[config.mk]
export PLATFORM = sky130hd
export DESIGN_NAME = aes_v3_col_seq
export DESIGN_NICKNAME = d
export VERILOG_FILES = /design/src/rtl/aes_v3_pkg.sv /design/src/rtl/aes_v3_col_seq_if.sv /design/src/rtl/aes_sbox.sv /design/src/rtl/aes_v3_col_seq.sv
export SDC_FILE = /design/constraint.sdc
export NUM_CORES = 1
export LEC_CHECK = 0
export BUFFER_PORTS_ARGS = -buffer_cell sky130_fd_sc_hd__buf_2
export CAP_MARGIN = 20
export CORE_UTILIZATION = 25
export DETAILED_ROUTE_END_ITERATION = 7
export GPL_TIMING_DRIVEN = 0
export HOLD_SLACK_MARGIN = 0.12
export PLACE_DENSITY = 0.43
export REMOVE_ABC_BUFFERS = 1
export SLEW_MARGIN = 20
export SYNTH_ARGS = -nofsm -noshare
export SYNTH_HDL_FRONTEND = slang
export SYNTH_SLANG_ARGS = --single-unit
[constraint.sdc]
create_clock -name g_clk -period 23.5 [get_ports g_clk]
set_clock_uncertainty 0.2 [all_clocks]
set_input_delay 2.35 -clock g_clk [delete_from_list [all_inputs] [get_ports g_clk]]
set_output_delay 2.35 -clock g_clk [all_outputs]
set_load 0.02 [all_outputs]
[src/rtl/aes_v3_pkg.sv]
// Shared types, constants and GF(2^8) helpers for the AES column sequencer.
// The decrypt path is enabled by defining AES_V3_COL_SEQ_DEC_EN.
package aes_v3_pkg;

  typedef enum logic [1:0] {
    ST_IDLE = 2'd0,
    ST_RUN  = 2'd1,
    ST_DONE = 2'd2
  } state_t;

  // Low byte of the AES field polynomial x^8+x^4+x^3+x+1 (0x11b).
  localparam logic [7:0] XTIME_POLY    = 8'h1b;
  localparam logic [7:0] SBOX_AFFINE_C = 8'h63;
  localparam logic [7:0] INV_AFFINE_C  = 8'h05;

  localparam logic [7:0] MIX_ENC_2  = 8'h02;
  localparam logic [7:0] MIX_ENC_3  = 8'h03;
  localparam logic [7:0] MIX_DEC_9  = 8'h09;
  localparam logic [7:0] MIX_DEC_11 = 8'h0b;
  localparam logic [7:0] MIX_DEC_13 = 8'h0d;
  localparam logic [7:0] MIX_DEC_14 = 8'h0e;

  function automatic logic [7:0] xtime(input logic [7:0] a);
    return {a[6:0], 1'b0} ^ (a[7] ? XTIME_POLY : 8'h00);
  endfunction

  function automatic logic [7:0] gf_mul(input logic [7:0] a, input logic [7:0] b);
    logic [7:0] p;
    logic [7:0] x;
    p = 8'h00;
    x = a;
    for (int i = 0; i < 8; i++) begin
      if (b[i]) p = p ^ x;
      x = xtime(x);
    end
    return p;
  endfunction

  // Multiplicative inverse as a^254; maps 0 to 0 as the S-box requires.
  function automatic logic [7:0] gf_inv(input logic [7:0] a);
    logic [7:0] sq;
    logic [7:0] acc;
    sq  = a;
    acc = 8'h01;
    for (int i = 1; i < 8; i++) begin
      sq  = gf_mul(sq, sq);
      acc = gf_mul(acc, sq);
    end
    return acc;
  endfunction

  function automatic logic [7:0] sbox_affine(input logic [7:0] b);
    return b ^ {b[6:0], b[7]} ^ {b[5:0], b[7:6]} ^ {b[4:0], b[7:5]}
             ^ {b[3:0], b[7:4]} ^ SBOX_AFFINE_C;
  endfunction

  function automatic logic [7:0] inv_affine(input logic [7:0] b);
    return {b[6:0], b[7]} ^ {b[4:0], b[7:5]} ^ {b[1:0], b[7:2]} ^ INV_AFFINE_C;
  endfunction

endpackage

[src/rtl/aes_v3_col_seq_if.sv]
// Request/response bundle of the column sequencer: request fields from the
// master, result column and status from the slave.
interface aes_v3_col_seq_if;
  logic        valid;
  logic        dec;
  logic        mix;
  logic        flush;
  logic [31:0] rs1;
  logic [31:0] rs2;
  logic [31:0] rd;
  logic        ready;
  logic        busy;

  modport master (
    output valid, dec, mix, flush, rs1, rs2,
    input  rd, ready, busy
  );

  modport slave (
    input  valid, dec, mix, flush, rs1, rs2,
    output rd, ready, busy
  );
endinterface

[src/rtl/aes_sbox.sv]
// Combinational AES S-box computed from field inversion and the affine map;
// inv=1 selects the inverse S-box through the same inverter.
module aes_sbox
  import aes_v3_pkg::*;
(
  input  logic       inv,
  input  logic [7:0] in,
  output logic [7:0] out
);

  logic [7:0] w_pre;
  logic [7:0] w_recip;

  always_comb begin
    w_pre   = inv ? inv_affine(in) : in;
    w_recip = gf_inv(w_pre);
    out     = inv ? w_recip : sbox_affine(w_recip);
  end

endmodule

[src/rtl/aes_v3_col_seq.sv]
// Byte-serial AES column step: (Inv)SubBytes, optional (Inv)MixColumns, XOR
// with rs2, one byte per cycle. Define AES_V3_COL_SEQ_DEC_EN for decryption.
module aes_v3_col_seq_core
  import aes_v3_pkg::*;
(
  input logic             g_clk,
  input logic             g_resetn,
  aes_v3_col_seq_if.slave bus
);

  state_t      r_state;
  state_t      w_state_next;
  logic [1:0]  r_cnt;
  logic [31:0] r_rs1;
  logic [31:0] r_acc;
  logic [31:0] r_rd;
  logic        r_mix;
  logic        w_capture;
  logic        w_step;
  logic        w_sbox_inv;
  logic [7:0]  w_sbox_in;
  logic [7:0]  w_sbox_out;
  logic [31:0] w_term;
  logic [31:0] w_term_rot;
  logic [31:0] w_acc_next;

  assign w_capture = (r_state == ST_IDLE) && bus.valid && !bus.flush;
  assign w_step    = (r_state == ST_RUN) && !bus.flush;

`ifdef AES_V3_COL_SEQ_DEC_EN
  logic r_dec;

  always_ff @(posedge g_clk or negedge g_resetn) begin
    if (!g_resetn) begin
      r_dec <= 1'b0;
    end else if (w_capture) begin
      r_dec <= bus.dec;
    end
  end

  assign w_sbox_inv = r_dec;
`else
  logic w_dec_unused;
  assign w_dec_unused = bus.dec;
  assign w_sbox_inv   = 1'b0;
`endif

  always_ff @(posedge g_clk or negedge g_resetn) begin
    if (!g_resetn) begin
      r_state <= ST_IDLE;
    end else begin
      r_state <= w_state_next;
    end
  end

  // Flush overrides every transition, including a capture in IDLE.
  always_comb begin
    w_state_next = r_state;
    if (bus.flush) begin
      w_state_next = ST_IDLE;
    end else begin
      case (r_state)
        ST_IDLE: if (bus.valid) w_state_next = ST_RUN;
        ST_RUN:  if (r_cnt == 2'd3) w_state_next = ST_DONE;
        ST_DONE: w_state_next = ST_IDLE;
        default: w_state_next = ST_IDLE;
      endcase
    end
  end

  always_comb begin
    bus.ready = (r_state == ST_DONE);
    bus.busy  = (r_state != ST_IDLE);
  end

  assign w_sbox_in = r_rs1[{r_cnt, 3'b000} +: 8];

  aes_sbox u_sbox (
    .inv (w_sbox_inv),
    .in  (w_sbox_in),
    .out (w_sbox_out)
  );

  always_comb begin
    w_term = {24'h000000, w_sbox_out};
    if (r_mix) begin
`ifdef AES_V3_COL_SEQ_DEC_EN
      if (r_dec)
        w_term = {gf_mul(w_sbox_out, MIX_DEC_11), gf_mul(w_sbox_out, MIX_DEC_13),
                  gf_mul(w_sbox_out, MIX_DEC_9),  gf_mul(w_sbox_out, MIX_DEC_14)};
      else
`endif
        w_term = {gf_mul(w_sbox_out, MIX_ENC_3), w_sbox_out,
                  w_sbox_out, gf_mul(w_sbox_out, MIX_ENC_2)};
    end
  end

  // Rotating byte k's term left by 8k lands its coefficients on the right rows.
  always_comb begin
    case (r_cnt)
      2'd0:    w_term_rot = w_term;
      2'd1:    w_term_rot = {w_term[23:0], w_term[31:24]};
      2'd2:    w_term_rot = {w_term[15:0], w_term[31:16]};
      default: w_term_rot = {w_term[7:0],  w_term[31:8]};
    endcase
  end

  assign w_acc_next = r_acc ^ w_term_rot;

  always_ff @(posedge g_clk or negedge g_resetn) begin
    if (!g_resetn) begin
      r_cnt <= 2'd0;
      r_rs1 <= 32'h0;
      r_acc <= 32'h0;
      r_rd  <= 32'h0;
      r_mix <= 1'b0;
    end else if (w_capture) begin
      r_cnt <= 2'd0;
      r_rs1 <= bus.rs1;
      r_acc <= bus.rs2;
      r_mix <= bus.mix;
    end else if (w_step) begin
      r_cnt <= r_cnt + 2'd1;
      r_acc <= w_acc_next;
      if (r_cnt == 2'd3) r_rd <= w_acc_next;
    end
  end

  assign bus.rd = r_rd;

endmodule

module aes_v3_col_seq (
  input  logic        g_clk,
  input  logic        g_resetn,
  input  logic        valid,
  input  logic        dec,
  input  logic        mix,
  input  logic        flush,
  input  logic [31:0] rs1,
  input  logic [31:0] rs2,
  output logic [31:0] rd,
  output logic        ready,
  output logic        busy
);

  aes_v3_col_seq_if u_bus ();

  assign u_bus.valid = valid;
  assign u_bus.dec   = dec;
  assign u_bus.mix   = mix;
  assign u_bus.flush = flush;
  assign u_bus.rs1   = rs1;
  assign u_bus.rs2   = rs2;
  assign rd          = u_bus.rd;
  assign ready       = u_bus.ready;
  assign busy        = u_bus.busy;

  aes_v3_col_seq_core u_core (
    .g_clk    (g_clk),
    .g_resetn (g_resetn),
    .bus      (u_bus)
  );

endmodule

# Word level (Yosys, flattened, before mapping)

Cells that the tools add are included.

Output and inout bits: 34
Register bits: 101
Word-level logic and storage cells: 438
Bits of input ports: 70

Add/sub/neg operators: 1
Reduce and logical (&&, ||, !) cells: 10
Shift-type cells: 1
Bitwise operators: 198
Equal/unequal tests: 7
Muxes and demuxes: 215

Operator list:

| cell                                                            | count |
|---|---|
| 8-bit two-way mux                                               | 106 |
| 8-bit bitwise XOR                                               | 97 |
| 8-bit by 5-bit bitwise XOR with 8-bit output                    | 91 |
| 5-bit two-way mux                                               | 93 |
| 32-bit two-way mux                                              | 3 |
| 32-bit one-hot mux with 3 select lines                          | 1 |
| 32-bit by 6-bit indexed part select with 8-bit output           | 1 |
| 32-bit bitwise XOR                                              | 1 |
| 2-bit two-way mux                                               | 6 |
| 7-bit two-way mux                                               | 1 |
| 1-bit NOT, first input constant                                 | 7 |
| 2-bit == test, second input constant                            | 3 |
| 6-bit two-way mux                                               | 1 |
| 3-bit inequality test, second input constant                    | 2 |
| 2-bit by 1-bit == test with 1-bit output, second input constant | 2 |
| 2-bit zero test                                                 | 2 |
| 4-bit two-way mux                                               | 1 |
| 4-bit NOT                                                       | 1 |
| 2-bit one-hot mux with 2 select lines                           | 1 |
| 2-bit nonzero test                                              | 2 |
| 1-bit logical AND                                               | 3 |
| 3-bit two-way mux                                               | 1 |
| 3-bit AND reduction                                             | 1 |
| 2-bit by 1-bit adder with 2-bit output, second input constant   | 1 |
| other kinds (4)                                                 | 4 |

# Longest topological paths before layout

Depth in word-level cells: 140
Depth in mapped cells: 74
Mapped depth without buffers: 58

# Hierarchy

Synthesis repeated with hierarchy kept, for this count alone.

Cells, all modules: 2785
Area, all modules: 22629.2 um^2

Modules (own cells, without submodules):

| module              | times used | area an instance (um^2) | sequential area each (um^2) | cells an instance |
|---|---|---|---|---|
| aes_sbox            | 1          | 16313.1                 | 0.0                         | 2125 |
| aes_v3_col_seq_core | 1          | 6316.1                  | 2527.4                      | 660 |

# Worst setup path before layout

No wires, ideal clock.

Kind: flip-flop to flip-flop
Start point: register u_core.r_cnt[0]
End point: register u_core.r_acc[27]
Required time: 23.174 ns
Stages on the path, launching flop included: 67
Slack: 6.382 ns
Arrival: 16.792 ns
Clock period less this slack: 17.118 ns
Path buffers: 10
Path through: dfrtp_1 -> buf_6 -> mux4_2 -> buf_6 -> buf_4 -> ha_1 -> xor2_1 -> mux2i_4 -> xnor2_1 -> inv_1 -> clkbuf_1 -> ha_1 -> buf_1 -> nand2_1 -> xnor2_2 -> inv_2 -> buf_2 -> clkbuf_1 -> (+31 left out) -> nand2_1 -> xnor3_1 -> xnor2_1 -> xnor3_2 -> xnor2_4 -> xnor3_2 -> nor2_1 -> xnor3_1 -> xnor3_1 -> xnor3_2 -> xor3_1 -> xor3_2 -> xnor3_2 -> nor3_1 -> o21ai_1 -> nand2_1 -> o21ai_1 -> a221o_1

Longest elaborated chain between the ends: 137
Elaborated cells between the ends (all ways): 402
Classes of those cells: eq/ne: 2; shift: 1; mux: 209; bitwise: 189; reduce/logical: 1

Ends and longest elaborated chain:

| element                                               | RTL line              | source |
|---|---|---|
| start: declaration                                    | aes_v3_col_seq.sv:13  | `logic [1:0] r_cnt;` |
| start signal: assignment                              | aes_v3_col_seq.sv:123 | `r_cnt <= r_cnt + 2'd1;` |
| 32-bit by 6-bit indexed part select with 8-bit output | aes_v3_col_seq.sv:76  | `assign w_sbox_in = r_rs1[{r_cnt, 3'b000} +: 8];` |
| 5-bit two-way mux                                     | aes_v3_pkg.sv:24      | `return {a[6:0], 1'b0} ^ (a[7] ? XTIME_POLY : 8'h00);` |
| 8-bit by 5-bit bitwise XOR with 8-bit output          | aes_v3_pkg.sv:24      |  |
| 8-bit bitwise XOR                                     | aes_v3_pkg.sv:33      | `if (b[i]) p = p ^ x;` |
| 8-bit two-way mux                                     | aes_v3_pkg.sv:33      |  |
| 8-bit bitwise XOR                                     | aes_v3_pkg.sv:33      |  |
| 8-bit two-way mux                                     | aes_v3_pkg.sv:33      |  |
| 8-bit bitwise XOR                                     | aes_v3_pkg.sv:33      |  |
| (+121 left out)                                       | -                     |  |
| 5-bit two-way mux                                     | aes_v3_pkg.sv:24      |  |
| 8-bit bitwise XOR                                     | aes_v3_pkg.sv:24      |  |
| 8-bit bitwise XOR                                     | aes_v3_pkg.sv:33      |  |
| 32-bit two-way mux                                    | aes_v3_col_seq.sv:86  | `if (r_mix) begin` |
| 32-bit one-hot mux with 3 select lines (*)            | aes_v3_col_seq.sv:100 | `case (r_cnt)` |
| 32-bit bitwise XOR (*)                                | aes_v3_col_seq.sv:108 | `assign w_acc_next = r_acc ^ w_term_rot;` |
| 32-bit two-way mux (*)                                | aes_v3_col_seq.sv:122 | `end else if (w_step) begin` |
| 32-bit two-way mux (*)                                | aes_v3_col_seq.sv:117 | `end else if (w_capture) begin` |
| end signal: assignment                                | aes_v3_col_seq.sv:120 | `r_acc <= bus.rs2;` |
| end signal: assignment                                | aes_v3_col_seq.sv:124 | `r_acc <= w_acc_next;` |
| end: declaration                                      | aes_v3_col_seq.sv:15  | `logic [31:0] r_acc;` |

Mark *: on every way between the ends. The rest lies on a longest branch, timed or not. The select of a mux whose other input is x is not followed.
A chain may end at the register's enable or synchronous reset.

# Worst setup path after layout

Same ends and word-level chain as after synthesis.

==> summary by stage <==
Status
The run finished with clean final reports.

Worst setup path
The maximum net fanout on the critical path is 22. The sort of element at the end of the critical path is a flip-flop. The worst register-to-register path begins at u_core.r_cnt[0]. The most numerous cell type found on the critical path is sky130_fd_sc_hd__xnor2_1.

The category of the worst setup path launch point is a flip-flop. STA puts the critical path data arrival time at between 20 and 25 ns. The critical path start-end classification is flip-flop to flip-flop. The peak per-stage delay on the critical path is between 0.9 and 1 ns. STA puts the critical path data required time at about 24 ns. Among all stages on the critical path, the largest delay is contributed by sky130_fd_sc_hd__xnor3_1. The slack of the worst reg-to-reg path is 1.75 ns. The most critical setup path has its startpoint at u_core.r_cnt[0].

Final layout
The post-route netlist has between 10% and 20% of its cells at a drive strength greater than 1. After routing the design area is 23500 um2. The layout overhead on the synthesized area is 11.1%. The number of standard cells in the layout, taps in and fillers out is 3684. After the last flow step, the layout net total stands at 2625.

Timing
Setup repair after global routing left no endpoint under its margin. The max-slew violation total from the final report came to 0. At the pin with the least slew margin, the transition time is 1.20 ns.

After layout, the worst path uses between 90% and 100% of the clock period. In this run the tightest slew margin relative to its limit is approximately a fifth. The post-route setup TNS is 0 ns. The time the worst path needs with I/O delays and setup is 21.75 ns. The maximum clock frequency is ~0.046 GHz. The number of hold-slack violations in the final timing report is 0. Setup violations remaining at the end of the flow were counted as 0.

Synth
The post-synthesis cell count is about 2.6k. The synthesized design spends more area on one cell type than any other, namely sky130_fd_sc_hd__xnor2_1. The post-synthesis area per instance is 8.24 um2. By area the synthesized netlist is led by sky130_fd_sc_hd__xnor2_1, sky130_fd_sc_hd__dfrtp_1, sky130_fd_sc_hd__xnor3_1, sky130_fd_sc_hd__nand2_1, sky130_fd_sc_hd__xor2_1. Ranked by instance count, the synthesized netlist is headed by sky130_fd_sc_hd__xnor2_1, sky130_fd_sc_hd__nand2_1, sky130_fd_sc_hd__nor2_1.

The fraction of synthesis flops using an asynchronous set or reset pin is between 90% and 100%. The share of Yosys cell area claimed by the top area cell type is between 10% and 20%. The most used flip-flop cell after synthesis is sky130_fd_sc_hd__dfrtp_1. After synthesis the netlist holds a flip-flop and latch count of approximately 100. The cell area after synthesis is approximately 21000 um2.

The distinct cell type count of the synthesized netlist is about 110. In the post-synthesis netlist, the cell with the most instances is sky130_fd_sc_hd__xnor2_1. The number of enable-type register cells in the synthesized netlist is 0. The Yosys step of the flow raised 0 warnings. Sequential cells were found to cover between 10% and 20% of the synthesized design area.

Placed design
The instance count after placement with tap cells included is ~3.7k. Routability-driven placement finished with a final weighted congestion of about 0.85. Once detailed placement completed, the half-perimeter wirelength came to 49700 um.

The total cell area at the placement stage is between 20000 and 25000 um2. In this run the tool buffered the top-level ports with approximately 100 buffer cells.

Route
Summed over all layers, the routed wires come to between 60000 and 70000 um. The first-pass detailed-route iteration total is 5. After detailed routing, the average wire length per cell comes to 18.1 um. In the routed design, unresolved DRC markers number 0.

In the routed layout, each cell is associated on average with a via count of 5.05. The number of DRC markers after the initial detailed-route iteration is 1446. The detailed-route via count is ~19k. Once detail routing completed, the nets flagged for antenna violations numbered 0.

Clock tree
The clock tree from TritonCTS is yes. The clock latency of the later-clocked register in the worst-skew pair is between 0.3 and 0.4 ns. The clock net in this run drives a total of 101 sinks. The longest clock path from root to sink contains 2 buffers. The H-tree generated during clock tree synthesis spans 3 levels. After clock tree synthesis, the clock-pin slew on the worst setup and hold paths is ~0.080 ns. The number of setup buffers added after CTS is 0. In this run, CTS created clock tree buffers numbering 9. The clock root buffer is sky130_fd_sc_hd__clkbuf_16.

Min path
The startpoint of the lowest-slack hold path is u_core.bus.rd[0]. The worst hold path class is flip-flop to flip-flop.

Floorplanning
In this run the vertical extent of the chip is 293 um. The placeable core region is 83700 um2. For this configuration, the core starts out at a cell density of about a quarter. The floorplan step set the die width to ~290 um. During I/O placement, the number of pins put on the boundary was ~100.

The placement row count is 106. The die covers between 80000 and 90000 um2.

Global routing
The total congestion overflow after global routing is 0. The global router's overall resource usage is 15.2%. The initial antenna violation count is 3. The number of global-route vias before repair is about 18k. The pin count of the biggest net entering global routing is 66. The first global-routing pass estimated roughly 110000 um of wire.

Flow run
The number of violations of the max-capacitance limit is 0.
==> kinds of logic (layout without fill, tap and decap cells) <==
kind of cell	count (synthesis)	count (layout)	share of synthesized area (%)
mux	128	128	6.98
flops	101	101	12.0
other cells	0	1	0
compound gates	590	590	18.9
simple gates	811	811	16.7
buf+inv	214	198	4.64
fa+ha+maj	11	11	0.651
xor+xnor	710	710	40.1
==> worst paths after layout <==
| kind | endpoint | cells after the start |
|---|---|---|
| min in group asynchronous | u_core.bus.rd[4] | 1 |
| max in group asynchronous | u_core.r_rs1[13] | 2 |
| max | u_core.r_acc[27] | 61 |
| max reg2reg | u_core.r_acc[27] | 61 |
| min reg2reg | u_core.bus.rd[0] | 2 |
| min | u_core.bus.rd[0] | 2 |
==> layout make-up <==
type                    count  area (um2)
multi-input cells        2250       18000
repair buffers            153        1080
flip-flops and latches    101        2530
clock buffers              10         239
inverters                  29         109
fillers                  8996       60200
well taps                1134        1420
diodes                      1        2.50
clock inverters             6        63.8
==> placed cells by master, fill, tap and decap left out, types with 31 or more instances in the layout <==
master / instances
sky130_fd_sc_hd__mux2_2: 46
sky130_fd_sc_hd__xnor3_1: 79
sky130_fd_sc_hd__xnor2_2: 69
sky130_fd_sc_hd__nor3_1: 53
sky130_fd_sc_hd__nand3_1: 43
sky130_fd_sc_hd__buf_6: 31
sky130_fd_sc_hd__o21ai_0: 102
sky130_fd_sc_hd__nand2_1: 303
sky130_fd_sc_hd__a21oi_1: 128
sky130_fd_sc_hd__o21ai_1: 50
sky130_fd_sc_hd__dfrtp_1: 100
sky130_fd_sc_hd__nor2_1: 286
sky130_fd_sc_hd__xor2_1: 115
sky130_fd_sc_hd__xnor2_1: 375
sky130_fd_sc_hd__buf_2: 108
sky130_fd_sc_hd__mux2i_1: 67
==> per-layer routing <==
metal	vias to the layer above	global-route usage, %	wire length (um)
met5	-	0	0
met4	0	2.81	853
met3	51	0.941	2430
met2	450	25.6	32200
met1	9165	21.3	31300
li1	8924	-	-
==> flip-flops by register name, summed over array words and instances, names as in the netlist <==
signal / flops
u_core.r_state: 2
u_core.r_cnt: 2
u_core.r_acc: 32
u_core.bus.rd: 32
u_core.r_rs1: 32
u_core.r_mix: 1
==> critical path, delay by kind of cell (launching register included) <==
kind,cells,cell delay [ns]
simple gates,9,1.50
buf+inv,7,2.33
xor+xnor,20,7.98
compound gates,17,4.72
fa+ha+maj,4,2.36
flops,1,0.82
mux,4,1.66
==> stage by stage <==
step / setup slack (ns) / util, % / hold WS [ns]
floorplan: 4.54 / - / 0.272
global placement: -2.04 / 26.5 / 0.269
detailed placement: 0.626 / 27.6 / 0.267
CTS: 0.528 / 28.0 / 0.285
global route: 0.0612 / 28.1 / 0.315
finish: 1.75 / 28.1 / 0.282
==> repair_timing <==
item,in CTS,in global routing
resized for setup,0,1
hold buffers,0,0
endpoints found under the hold margin,0,0
setup endpoints to repair,0,3
Power is left out: the tool's default activity adds up to more than one toggle a clock period on the data nets, which glitch-free logic cannot reach.
